==> config.mk <==
export PLATFORM = sky130hd
export DESIGN_NAME = mem_port_arbiter
export DESIGN_NICKNAME = d
export VERILOG_FILES = /design/src/rtl/mem_port_arbiter.sv
export SDC_FILE = /design/constraint.sdc
export NUM_CORES = 1
export LEC_CHECK = 0
export BUFFER_PORTS_ARGS = -buffer_cell sky130_fd_sc_hd__buf_4
export CAP_MARGIN = 10
export CORE_AREA = 2 2 112 114
export DETAILED_ROUTE_END_ITERATION = 12
export DIE_AREA = 0 0 114 116
export PLACE_DENSITY = 0.53
export SLEW_MARGIN = 20
export SYNTH_ARGS = -nofsm -noshare
export SYNTH_HDL_FRONTEND = slang
export SYNTH_SLANG_ARGS = --single-unit
==> constraint.sdc <==
create_clock -name clk_i -period 3.5 [get_ports clk_i]
set_clock_uncertainty 0.2 [all_clocks]
set_input_delay 0.35 -clock clk_i [delete_from_list [all_inputs] [get_ports clk_i]]
set_output_delay 0.35 -clock clk_i [all_outputs]
set_load 0.02 [all_outputs]
==> src/rtl/mem_port_arbiter.sv <==
// Two-master single-port SRAM arbiter: core (m0) vs loader/debug (m1), zero-latency grant.
// Optional macro ARB_ROUND_ROBIN_EN swaps fixed core priority for alternation on contention.
module mem_port_arbiter #(
  parameter int ADDR_WIDTH = 11,
  parameter int MAX_HOLD   = 8
) (
  input  logic                  clk_i,
  input  logic                  reset_i,
  input  logic                  m0_req_i,
  input  logic [31:0]           m0_addr_i,
  input  logic                  m0_wen_i,
  input  logic [3:0]            m0_wmask_i,
  input  logic [31:0]           m0_wdata_i,
  output logic                  m0_gnt_o,
  output logic                  m0_rvalid_o,
  output logic [31:0]           m0_rdata_o,
  input  logic                  m1_req_i,
  input  logic [31:0]           m1_addr_i,
  input  logic                  m1_wen_i,
  input  logic [3:0]            m1_wmask_i,
  input  logic [31:0]           m1_wdata_i,
  output logic                  m1_gnt_o,
  output logic                  m1_rvalid_o,
  output logic [31:0]           m1_rdata_o,
  output logic                  mem_csb_o,
  output logic                  mem_web_o,
  output logic [3:0]            mem_wmask_o,
  output logic [ADDR_WIDTH-1:0] mem_addr_o,
  output logic [31:0]           mem_din_o,
  input  logic [31:0]           mem_dout_i
);

  typedef enum logic [1:0] {IDLE, OWN0, OWN1} owner_t;

  localparam logic [3:0] HOLD_LIM = 4'(MAX_HOLD);

  owner_t     owner, owner_nxt;
  logic [3:0] hold_cnt, hold_nxt;
  logic       last_owner, last_nxt;   // 0: m0 granted last, 1: m1 granted last
  logic       gnt0, gnt1;
  logic       m0_vld_p1, m1_vld_p1;
  logic       unused_addr_bits;

  function automatic logic [3:0] sat_inc(input logic [3:0] v);
    return (v == 4'hF) ? v : v + 4'd1;
  endfunction

  // Grant decision and next state; reset kills the grant combinationally.
  always_comb begin
    gnt0      = 1'b0;
    gnt1      = 1'b0;
    owner_nxt = IDLE;
    hold_nxt  = 4'd0;
    last_nxt  = last_owner;
    if (!reset_i) begin
      if (m0_req_i && m1_req_i) begin
        // An unexpired m1 hold window outranks any other contention rule.
        if (owner == OWN1 && hold_cnt < HOLD_LIM) begin
          gnt1 = 1'b1;
        end else begin
`ifdef ARB_ROUND_ROBIN_EN
          gnt0 = last_owner;
          gnt1 = ~last_owner;
`else
          gnt0 = 1'b1;
`endif
        end
      end else begin
        gnt0 = m0_req_i;
        gnt1 = m1_req_i;
      end
    end
    if (gnt0) begin
      owner_nxt = OWN0;
      last_nxt  = 1'b0;
    end else if (gnt1) begin
      owner_nxt = OWN1;
      hold_nxt  = sat_inc(hold_cnt);
      last_nxt  = 1'b1;
    end
  end

  // Stage p0 -> p1: arbitration state and read-response valids.
  always_ff @(posedge clk_i or posedge reset_i) begin
    if (reset_i) begin
      owner      <= IDLE;
      hold_cnt   <= 4'd0;
      last_owner <= 1'b0;
      m0_vld_p1  <= 1'b0;
      m1_vld_p1  <= 1'b0;
    end else begin
      owner      <= owner_nxt;
      hold_cnt   <= hold_nxt;
      last_owner <= last_nxt;
      m0_vld_p1  <= gnt0 & m0_wen_i;
      m1_vld_p1  <= gnt1 & m1_wen_i;
    end
  end

  assign m0_gnt_o    = gnt0;
  assign m1_gnt_o    = gnt1;
  assign mem_csb_o   = ~(gnt0 | gnt1);
  assign mem_web_o   = gnt1 ? m1_wen_i   : (gnt0 ? m0_wen_i   : 1'b1);
  assign mem_wmask_o = gnt1 ? m1_wmask_i : (gnt0 ? m0_wmask_i : 4'd0);
  assign mem_addr_o  = gnt1 ? m1_addr_i[ADDR_WIDTH+1:2] : m0_addr_i[ADDR_WIDTH+1:2];
  assign mem_din_o   = gnt1 ? m1_wdata_i : m0_wdata_i;

  assign m0_rvalid_o = m0_vld_p1;
  assign m1_rvalid_o = m1_vld_p1;
  assign m0_rdata_o  = mem_dout_i;
  assign m1_rdata_o  = mem_dout_i;

  // Byte offset and bits above the SRAM depth do not select a word.
  assign unused_addr_bits = ^{m0_addr_i[31:ADDR_WIDTH+2], m0_addr_i[1:0],
                              m1_addr_i[31:ADDR_WIDTH+2], m1_addr_i[1:0]};

endmodule

==> key figures <==
Setup path
  • R2r endpoint: m1_rvalid_o
  • Critical Path End Type: primary output
  • Critical Path Source: reset_i
  • Crit Path Class: in2out
  • Reg2Reg Depth: 4
  • R2R Path Start: owner[1]
  • CP arrival: 2.18 ns
  • Critical Path RT: around 3.0 ns
  • R2r setup slk: just under 2 ns
  • Worst-path maximum fanout: 39
  • Startpoint types: input port
  • Worst setup path endpoint: mem_din_o[31]

Detailed routing
  • WL/cell: 11.5 µm
  • Via Count: 1,311
  • Initial DRT Pass Iterations: 4
  • DRC Markers: 0
  • Routed WL: 4.45 mm
  • Starting DRT DRC Count: 24
  • Vias per std cell: approximately 3.4
  • ANT nets after route: 0

Timing
  • Final period util: 78.0%
  • Final hold vios: 0
  • Worst slew margin: 64.4%
  • Max Clk Rate: 366 MHz
  • Setup-failing EPs final: 0
  • Post-Route Setup TNS: 0 ns
  • Min Clock Period, post-route: 2.73 ns
  • Final Max Slew Viols: 0
  • Worst Max-Slew Pin Slew: ~0.53 ns
  • RSZ-0062 raised after global routing: no

Logic synthesis
  • Dominant cells by area after synthesis: mux2_4 (41%), buf_4 (30%), dfrtp_1 (13%), buf_6 (3.5%), a22o_1 (2.2%)
  • Yosys reg bits: 8
  • Top_reg_cell synth: dfrtp_1
  • Synth unique cells: 23
  • Post-synthesis sequential area ratio: 12.6%
  • Syn_area_per_cell: 10.6 µm²
  • Yosys top cell by area: mux2_4
  • Syn Inst Count: 151
  • Async SR Flop Fraction: 100%
  • Commonest cells in the synthesized netlist: buf_4 (64), mux2_4 (43), dfrtp_1 (8)
  • Post-Syn Area: ~1600 µm²
  • Count leader, synth: buf_4
  • Syn_nets: between 300 and 400
  • Post-synth top area share: about two fifths
  • EDFF count, synth: 0
  • YS warnings: 0

Finish
  • Nets@finish: 416
  • Area added between synthesis and finish: 56.0%
  • Fraction of layout cells with a size suffix above 1: 84.9%
  • ANT cells: 0
  • Design Area, Final: around 2500 µm²

Clock tree
  • Htree depth: 1
  • Skew-Pair Late Insertion Delay: 0.23 ns
  • TritonCTS clock tree: done
  • Post-CTS resize count: 0
  • Clock buffer count from CTS: 3
  • Root Buffer: clkbuf_16
  • CTS Buffer Depth: 2
  • CTS Sinks: 8
  • Worst-path clk slew: 0.03 ns

Run status
  • Outcome: complete, no violations

Global route
  • Antenna violations before repair: 0
  • Vias in the first global route: about 1,300
  • Total gr overflow: 0
  • Largest net degree at the start of global routing: 40
  • Total GRT Usage: 5.62%
  • First-pass GRT wire length: 6.10 mm

Pwr
  • Worst vdd ir: 505 µV
  • Clk pwr share: 31.4%
  • Leakage Power: between 1 and 1.5 nW
  • Power per cell area: about 240 nW/µm²
  • Switching power total: 0.164 mW
  • Switching share of power: 27.7%
  • Internal cell power: 0.428 mW
  • Sequential share of power: 16.4%
  • Logic pwr share: 52.1%

Floorplan
  • Row cnt: 40
  • IO Count: 291
  • Die area: between 10,000 and 15,000 µm²
  • DIE HEIGHT: 116 µm
  • Starting density of the core: 13.4%
  • Die X: 114 µm
  • Total core area: ~12,000 µm²

Place
  • DP HPWL: 3.83 mm
  • RePlAce Congestion: between 0.6 and 0.7
  • Area after DPL: roughly 2400 µm²
  • Port Buf Inserts: 152

Hold path
  • Class of the worst hold path: in2reg
  • Hold path depth: 2

Flow run
  • Max-cap violations: 0
## metrics by stage
stage               hold slack (ns)  util (%)  setup WS [ns]  total power [mW]  std cells
floorplan                   -0.0286         -           1.53             0.358        151
global placement              0.141      20.2           1.11             0.406        382
detailed placement            0.137      20.2           1.09             0.410        382
CTS                           0.143      20.9          0.745             0.601        386
global route                  0.154      20.9          0.698             0.621        386
finish                        0.143      20.9          0.769             0.591        386
## flip-flops by register name (all words and copies together), names as in the netlist
name / count
m1_rvalid_o: 1
hold_cnt: 4
m0_rvalid_o: 1
owner: 2
## power groups by stage
stage	clock [mW]	combinational [mW]	sequential (mW)
floorplan	0	0.259	0.0990
finish	0.186	0.308	0.0971
CTS	0.190	0.313	0.0971
global placement	0	0.308	0.0981
global route	0.197	0.327	0.0974
detailed placement	0	0.312	0.0982
## cells by family after synthesis
kind of cell	after synthesis	share of synthesized area, %
compound gates	9	5.26
xor+xnor	1	0.550
fa+ha+maj	1	0.785
buf+inv	74	34.9
flops	8	12.6
mux	44	41.1
simple gates	14	4.87
## final cells by class
type / count / area [µm²]
multi-input cells: 69 / 838
clock buffers: 3 / 75.1
well taps: 147 / 184
repair buffers: 154 / 1170
inverters: 5 / 18.8
flip-flops and latches: 8 / 200
fillers: 1308 / 9420
## worst min path at each step
stage	start	to	slack [ns]
final	m1_wen_i	m1_rvalid_o	0.14
after global routing	m1_wen_i	m1_rvalid_o	0.15
after CTS	m1_wen_i	m1_rvalid_o	0.14
after detailed placement	reset_i	owner[0]	0.14
after global placement	reset_i	m1_rvalid_o	0.14
after floorplan	reset_i	hold_cnt[0]	-0.03
## placed cells by master (no fill, tap or decap), types with 2 or more instances in the layout
master,n
nand3_1,2
buf_4,152
nor3_1,2
nor2_1,4
inv_1,4
clkbuf_16,3
dfrtp_1,8
and2_1,2
a22o_1,4
mux2_4,43
## worst max-delay path: stages
cell           delay [ns]
dlygate4sd3_1        0.53
buf_4                0.14
nor2b_1              0.19
o21ai_4              0.19
buf_12               0.25
mux2_4               0.33
buf_4                0.16
## timing repair
action	in CTS	in global routing
hold buffers	1	0
hold endpoints to repair	8	0
buffers inserted	0	0
## routing by layer
metal,vias to the layer above,share of wire (%),track usage (%)
li1,624,-,-
met1,572,31,5.54
met2,106,53,10.8
met3,9,15,2.51
met4,0,0.76,1.22
met5,-,0,0
(Power assumes the default switching activity.)
